**src/rtl/seg7_pkg.sv**
```systemverilog
// seg7_pkg
// Shared definitions for the multiplexed 7-segment scan controller.
// Contents:
//   SEG_0 .. SEG_F : active-low hex glyphs, bit order {g,f,e,d,c,b,a}
//   SEG_BLANK      : all segments dark
//   hex_to_seg()   : nibble -> active-low glyph
//   widthOf()      : register width needed to hold values 0..n-1
package seg7_pkg;

   localparam logic [6:0] SEG_0     = 7'b1000000;
   localparam logic [6:0] SEG_1     = 7'b1111001;
   localparam logic [6:0] SEG_2     = 7'b0100100;
   localparam logic [6:0] SEG_3     = 7'b0110000;
   localparam logic [6:0] SEG_4     = 7'b0011001;
   localparam logic [6:0] SEG_5     = 7'b0010010;
   localparam logic [6:0] SEG_6     = 7'b0000010;
   localparam logic [6:0] SEG_7     = 7'b1111000;
   localparam logic [6:0] SEG_8     = 7'b0000000;
   localparam logic [6:0] SEG_9     = 7'b0010000;
   localparam logic [6:0] SEG_A     = 7'b0001000;
   localparam logic [6:0] SEG_B     = 7'b0000011;
   localparam logic [6:0] SEG_C     = 7'b1000110;
   localparam logic [6:0] SEG_D     = 7'b0100001;
   localparam logic [6:0] SEG_E     = 7'b0000110;
   localparam logic [6:0] SEG_F     = 7'b0001110;
   localparam logic [6:0] SEG_BLANK = 7'h7F;

   // Map a hex nibble onto its active-low glyph.
   function automatic logic [6:0] hex_to_seg(input logic [3:0] nibble);
      logic [6:0] glyph;
      unique case (nibble)
         4'h0:    glyph = SEG_0;
         4'h1:    glyph = SEG_1;
         4'h2:    glyph = SEG_2;
         4'h3:    glyph = SEG_3;
         4'h4:    glyph = SEG_4;
         4'h5:    glyph = SEG_5;
         4'h6:    glyph = SEG_6;
         4'h7:    glyph = SEG_7;
         4'h8:    glyph = SEG_8;
         4'h9:    glyph = SEG_9;
         4'hA:    glyph = SEG_A;
         4'hB:    glyph = SEG_B;
         4'hC:    glyph = SEG_C;
         4'hD:    glyph = SEG_D;
         4'hE:    glyph = SEG_E;
         default: glyph = SEG_F;
      endcase
      return glyph;
   endfunction

   // Width of a counter that must hold 0..n-1; never narrower than one bit.
   function automatic int widthOf(input int n);
      return (n <= 1) ? 1 : $clog2(n);
   endfunction

endpackage

```
**src/rtl/seg7_decode.sv**
```systemverilog
// seg7_decode
// Combinational glyph stage that sits ahead of the output registers.
// Ports:
//   nibble_i : hex value of the digit being scanned
//   dp_i     : decimal point request, 1 = lit
//   dark_i   : force the digit dark (blanked, suppressed or PWM off)
//   seg_o    : active-low segments {g..a}
//   dp_n_o   : active-low decimal point
module seg7_decode
   import seg7_pkg::*;
(
   input  logic [3:0] nibble_i,
   input  logic       dp_i,
   input  logic       dark_i,
   output logic [6:0] seg_o,
   output logic       dp_n_o
);

   // A dark digit drives every segment and the point off regardless of data.
   always_comb begin
      seg_o  = SEG_BLANK;
      dp_n_o = 1'b1;
      if (!dark_i) begin
         seg_o  = hex_to_seg(nibble_i);
         dp_n_o = ~dp_i;
      end
   end

endmodule

```
**src/rtl/seg7_scan_ctrl.sv**
```systemverilog
// seg7_scan_ctrl
// Multiplexed common-anode 7-segment controller with frame-synchronous
// shadow registers, leading-zero suppression and PWM brightness.
// Ports:
//   clk, rst    : clock; asynchronous active-low reset
//   show        : packed hex digits, digit 0 (leftmost) in the top nibble
//   dp, blank   : per-digit decimal point / blank mask, digit i at bit N-1-i
//   upd_req     : level request to load show/dp/blank at the frame boundary
//   upd_ack     : one-cycle pulse after the shadow registers were loaded
//   lz_blank    : live leading-zero suppression enable
//   duty        : live brightness, all-ones = full on, zero = dark
//   seg, dp_n   : active-low segments and decimal point
//   an          : active-low anodes, at most one low
//   frame_start : one-cycle pulse as the digit 0 slot begins
module seg7_scan_ctrl
   import seg7_pkg::*;
#(
   parameter int NUM_DIGITS = 4,
   parameter int DIG_CYCLES = 10000,
   parameter int DUTY_W     = 2
) (
   input  logic                    clk,
   input  logic                    rst,
   input  logic [4*NUM_DIGITS-1:0] show,
   input  logic [NUM_DIGITS-1:0]   dp,
   input  logic [NUM_DIGITS-1:0]   blank,
   input  logic                    upd_req,
   output logic                    upd_ack,
   input  logic                    lz_blank,
   input  logic [DUTY_W-1:0]       duty,
   output logic [6:0]              seg,
   output logic                    dp_n,
   output logic [NUM_DIGITS-1:0]   an,
   output logic                    frame_start
);

   localparam int CNT_W = widthOf(DIG_CYCLES);
   localparam int IDX_W = widthOf(NUM_DIGITS);
   localparam int STEP  = DIG_CYCLES >> DUTY_W;
   localparam logic [CNT_W-1:0] CNT_LAST = CNT_W'(DIG_CYCLES - 1);
   localparam logic [IDX_W-1:0] IDX_LAST = IDX_W'(NUM_DIGITS - 1);

   logic [CNT_W-1:0]        cnt_q, cnt_d;
   logic [IDX_W-1:0]        idx_q, idx_d;
   logic [4*NUM_DIGITS-1:0] show_q;
   logic [NUM_DIGITS-1:0]   dp_q, blank_q;
   logic [6:0]              seg_q, seg_d;
   logic                    dpN_q, dpN_d;
   logic [NUM_DIGITS-1:0]   an_q, an_d;
   logic                    ack_q, ack_d;
   logic                    frameStart_q, frameStart_d;

   logic             cntWrap, boundary;
   logic [3:0]       curNibble;
   logic             curDp, curBlank, zeroRun, suppressed;
   logic [CNT_W-1:0] slot;
   logic             pwmOn, dark;

   // Slot counter and digit index; the boundary cycle is the last count of
   // the last digit, which is the only cycle where a pending update is taken.
   always_comb begin
      cntWrap  = (cnt_q == CNT_LAST);
      boundary = cntWrap && (idx_q == IDX_LAST);
      cnt_d    = cntWrap ? '0 : cnt_q + CNT_W'(1);
      idx_d    = idx_q;
      if (cntWrap) begin
         idx_d = (idx_q == IDX_LAST) ? '0 : idx_q + IDX_W'(1);
      end
      ack_d        = boundary && upd_req;
      frameStart_d = (idx_q == '0) && (cnt_q == '0);
   end

   // Pick the scanned digit out of the shadow registers. zeroRun tracks
   // whether every digit from the left up to the current one is zero, so
   // suppression stops at the first non-zero digit; the last digit is exempt.
   always_comb begin
      curNibble  = 4'h0;
      curDp      = 1'b0;
      curBlank   = 1'b0;
      zeroRun    = 1'b1;
      suppressed = 1'b0;
      for (int i = 0; i < NUM_DIGITS; i++) begin
         if (show_q[4*(NUM_DIGITS-1-i) +: 4] != 4'h0) begin
            zeroRun = 1'b0;
         end
         if (IDX_W'(i) == idx_q) begin
            curNibble  = show_q[4*(NUM_DIGITS-1-i) +: 4];
            curDp      = dp_q[NUM_DIGITS-1-i];
            curBlank   = blank_q[NUM_DIGITS-1-i];
            suppressed = lz_blank && (i < NUM_DIGITS-1) && zeroRun;
         end
      end
   end

   // Each digit slot is cut into 2**DUTY_W equal PWM steps; the anode is on
   // for the first 'duty' steps, and all-ones means the whole slot.
   always_comb begin
      slot  = cnt_q / CNT_W'(STEP);
      pwmOn = (duty == '1) || (slot < CNT_W'(duty));
      dark  = curBlank || suppressed || !pwmOn;
      an_d  = '1;
      if (!dark) begin
         an_d = ~(NUM_DIGITS'(1) << (IDX_LAST - idx_q));
      end
   end

   seg7_decode u_decode (
      .nibble_i (curNibble),
      .dp_i     (curDp),
      .dark_i   (dark),
      .seg_o    (seg_d),
      .dp_n_o   (dpN_d)
   );

   // Counters and registered outputs; everything visible reflects the
   // previous cycle's scan position.
   always_ff @(posedge clk or negedge rst) begin
      if (!rst) begin
         cnt_q        <= '0;
         idx_q        <= '0;
         seg_q        <= SEG_BLANK;
         dpN_q        <= 1'b1;
         an_q         <= '1;
         ack_q        <= 1'b0;
         frameStart_q <= 1'b0;
      end else begin
         cnt_q        <= cnt_d;
         idx_q        <= idx_d;
         seg_q        <= seg_d;
         dpN_q        <= dpN_d;
         an_q         <= an_d;
         ack_q        <= ack_d;
         frameStart_q <= frameStart_d;
      end
   end

   // Shadow registers only change on the frame boundary, so a frame is never
   // shown with a mix of old and new data. They reset to fully blanked.
   always_ff @(posedge clk or negedge rst) begin
      if (!rst) begin
         show_q  <= '0;
         dp_q    <= '0;
         blank_q <= '1;
      end else if (ack_d) begin
         show_q  <= show;
         dp_q    <= dp;
         blank_q <= blank;
      end
   end

   assign seg         = seg_q;
   assign dp_n        = dpN_q;
   assign an          = an_q;
   assign upd_ack     = ack_q;
   assign frame_start = frameStart_q;

endmodule

```
**config.mk**
```make
export PLATFORM = sky130hd
export DESIGN_NAME = seg7_scan_ctrl
export DESIGN_NICKNAME = d
export VERILOG_FILES = /design/src/rtl/seg7_pkg.sv /design/src/rtl/seg7_decode.sv /design/src/rtl/seg7_scan_ctrl.sv
export SDC_FILE = /design/constraint.sdc
export NUM_CORES = 1
export LEC_CHECK = 0
export CAP_MARGIN = 10
export CORE_ASPECT_RATIO = 1.5
export CORE_UTILIZATION = 45
export DETAILED_ROUTE_END_ITERATION = 16
export GPL_TIMING_DRIVEN = 0
export PLACE_DENSITY = 0.7
export SLEW_MARGIN = 20
export SYNTH_ARGS = -nofsm -noshare
export SYNTH_HDL_FRONTEND = slang
export SYNTH_SLANG_ARGS = --single-unit
export TNS_END_PERCENT = 1
```
**constraint.sdc**
```tcl
create_clock -name clk -period 3.79 [get_ports clk]
set_clock_uncertainty 0.15 [all_clocks]
set_input_delay 0.5685 -clock clk [delete_from_list [all_inputs] [get_ports clk]]
set_output_delay 0.5685 -clock clk [all_outputs]
set_load 0.03 [all_outputs]
```
==> reports/results.tsv <==
stage	metric	value	unit
logic_synthesis	top cells by area, synth	dfrtp_1, dfstp_2, nand2_1, ha_1, nor2_1	
timing	RSZ-0062 raised after global routing	true	
cts	CTS Sinks	54	
critical_path	kind of start point of the critical path	flop	
logic_synthesis	Yosys top cell area share	28.76	%
critical_path	reg-to-reg endpoint	seg[2]	
logic_synthesis	Avg Synthesized Cell Area	8.680	µm²
logic_synthesis	largest area contributor in the netlist	dfrtp_1	
logic_synthesis	sequential-to-total area share from yosys stat	41.47	%
logic_synthesis	post-synthesis mux area share	3.557	%
timing	setup TNS after final layout	0	ns
cts	cts bufs inserted	5	
logic_synthesis	top-count cell post-synth	nand2_1	
logic_synthesis	Synth Area in Compound Gates	16.38	%
timing	FMAX	269.3	MHz
final_layout	layout cells sized above 1	15.73	%
final_layout	final net count	491	
logic_synthesis	top cells by count, synth	nand2_1, dfrtp_1, nor2_1, a21oi_1, ha_1	
timing	Slew @ Worst Pin	1.105	ns
critical_path	Max stage delay on crit path	0.44	ns
logic_synthesis	fraction of registers with async set/reset	100.0	%
logic_synthesis	combinational family with the most area after synthesis	simple AND/OR/NAND/NOR gates	
final_layout	layout filler cell count	618	
logic_synthesis	most common flop cell mapped by yosys	dfrtp_1	
global_route	Total GRT Usage	21.66	%
critical_path	Crit Path Category	reg2reg	
logic_synthesis	Synth Area in XOR/XNOR	3.973	%
job	Max Cap Viol	0	
timing	# setup viols final	0	
timing	final hold vios	0	
detailed_routing	DR iter-0 viols	184	
cts	CTS clk-pin slew, worst paths	0.10	ns
cts	CTS H-tree lvls	2	
place	HPWL Detailed	5709	µm
floorplan	Cell Rows	37	
place	gp weighted congestion	0.9124	
logic_synthesis	register bit total from synthesis	54	
critical_path	crit path cell chain	buf_6 > buf_6 > o41ai_4 > buf_4 > buf_4 > nor2_1 > mux2i_2 > o41a_1 > a31oi_2 > ha_1 > nand2_2 > a2111o_1 > a211oi_2 > a311oi_2 > buf_4 > buf_4 > o311ai_1	
logic_synthesis	Post-Syn Instances	381	
logic_synthesis	adder-cell share of the synthesized area	6.432	%
cts	CTS tree	yes	
critical_path	Worst Path Arrival	3.78	ns
final_layout	Antenna Cells	0	
logic_synthesis	Synth Warn #	0	
floorplan	I/O Pins	44	
logic_synthesis	Mapped Nets	428	
logic_synthesis	Post-Synth Simple-Gate Area	23.19	%
global_route	initial antenna violation count	0	
floorplan	chip height	107.0	µm
floorplan	Die ar.	0.007703	mm²
floorplan	Initial Util	47.31	%
critical_path	Critical Path RT	3.86	ns
cts	worst-skew pair later-pin latency	0.31	ns
pwr	Lkg Pwr	1.841	nW
logic_synthesis	cell area after synthesis	0.003307	mm²
global_route	vias in the first global route	2905	
critical_path	most frequent CP cell	buf_4	
logic_synthesis	number of enable flip-flop cells after synthesis	0	
timing	minimum clock period	3.713	ns
timing	Final period util	97.96	%
final_layout	Synth-to-Final Area Change	24.18	%
global_route	GR Overflow Total	0	
global_route	first-pass GRT wire length	13160	µm
cts	hold-fix buffers at CTS	0	
final_layout	post-layout util	58.74	%
pwr	maximum vdd drop	161.8	µV
timing	Rel. slew slack	25.63	%
floorplan	core area	0.006990	mm²
detailed_routing	Routed WL	7869	µm
logic_synthesis	synth unique cells	57	
critical_path	r2r startpoint	cnt_q[5]	
detailed_routing	Final ANT Viol Nets	0	
detailed_routing	routed len/inst	14.52	µm
min_path	worst min-delay path category	in2async	
run_status	status	finished, final reports clean	
critical_path	Critical Path Fanout Max	8	
critical_path	FF-to-FF path depth	17	
detailed_routing	DR pass1 iterations	4	
cts	Clock Tree Buf Depth	2	
detailed_routing	Remaining DRCs	0	
timing	final count of pins violating max slew	0	
critical_path	CP max stage cell	o41ai_4	
cts	Clock Tree Root	clkbuf_8	
global_route	pin count of the biggest net entering global routing	55	
critical_path	reg2reg setup slack	0.08	ns
detailed_routing	Vias	2890	
place	Buffers on Ports	43	
floorplan	die width	72.00	µm
detailed_routing	via/cell ratio	5.332	
pwr	Power Density	247.2	mW/mm²
critical_path	endpoint type of the worst setup path	flop	
-- registers in the layout, summed over array words and instances, names as in the netlist --
register	count
an	4
blank_q	4
cnt_q	14
dp_n	1
dp_q	4
frame_start	1
idx_q	2
seg	7
show_q	16
upd_ack	1
-- per-stage QoR --
stage	area, µm²	instances	setup slack, ns	power, mW	hold slack, ns
floorplan	3307	381	0.2604	0.6200	0.1229
global placement	3859	521	-0.1967	0.6744	0.2945
detailed placement	3856	521	-0.2164	0.6744	0.3005
CTS	4068	541	0.04329	1.018	0.1616
global route	4106	542	-0.1092	1.046	0.1986
finish	4106	542	0.07732	1.015	0.1308
-- where the power goes --
part	leakage [nW]	switching (mW)	total, mW	internal [mW]
combinational	1.11	0.0376	0.0805	0.0429
sequential	0.684	0.00101	0.586	0.585
clock	0.0478	0.198	0.349	0.151
-- how the worst max path moves through the flow --
stage,from,end
6_report,cnt_q[5],seg[2]
5_1_grt,cnt_q[5],an[2]
3_3_place_gp,cnt_q[5],seg[6]
2_1_floorplan,cnt_q[5],seg[5]
4_1_cts,cnt_q[5],seg[2]
3_5_place_dp,cnt_q[5],seg[5]
-- placed cells by master (no fill, tap or decap), types with 3 or more instances in the layout --
master	count
a21oi_1	18
a31oi_1	4
and3_1	4
buf_2	6
buf_4	12
buf_6	3
clkbuf_1	15
clkbuf_8	6
clkdlybuf4s50_1	42
dfrtp_1	38
dfstp_2	16
ha_1	15
inv_1	13
mux2i_1	7
nand2_1	104
nand3_1	10
nand4_1	3
nor2_1	27
nor2b_1	5
nor3_1	4
nor4_1	8
o211a_1	3
o21a_1	4
o21ai_0	10
o21ai_1	3
o311ai_1	3
xnor2_1	9
xor2_1	5
-- final cells by class --
type / count / area, µm² / share of cell area (%)
clock buffer: 6 / 82.58 / 2.011
clock inverter: 2 / 16.27 / 0.3961
tap: 97 / 121.4 / 2.956
buffer: 23 / 111.4 / 2.712
multi-input combinational: 289 / 1821 / 44.33
inverter: 15 / 56.30 / 1.371
timing repair buffer: 56 / 526.8 / 12.83
sequential: 54 / 1371 / 33.39
-- cells by family after synthesis --
logic type,Yosys count
DFF,54
buffers and inverters,38
AOI/OAI and AO/OA,70
xor gates and xnor gates,15
and+or+nand+nor,176
adders and majority gates,17
muxes,11
-- layer usage --
metal  share of wire (%)  up-vias  GRT usage [%]
met3                 2.1       12          2.726
met2                  54       54          41.04
met1                  42     1394          24.48
met5                   0        -              0
met4                 1.9        0          7.143
li1                    -     1430              -
-- worst max-delay path, delay by kind of cell, from the launching register on --
| family | cells | cell delay [ns] |
|---|---|---|
| flops | 1 | 0.41 |
| compound gates | 7 | 1.55 |
| buf+inv | 6 | 0.85 |
| fa+ha+maj | 1 | 0.34 |
| simple gates | 2 | 0.11 |
| mux | 1 | 0.22 |
-- repair_timing --
| action | CTS | global route |
|---|---|---|
| endpoints found under the setup margin | 11 | 12 |
| setup buffers | 11 | 1 |
| resized for setup | 5 | 9 |
| cloned | 1 | 0 |
| pin swaps | 9 | 2 |
(Power assumes the default switching activity.)
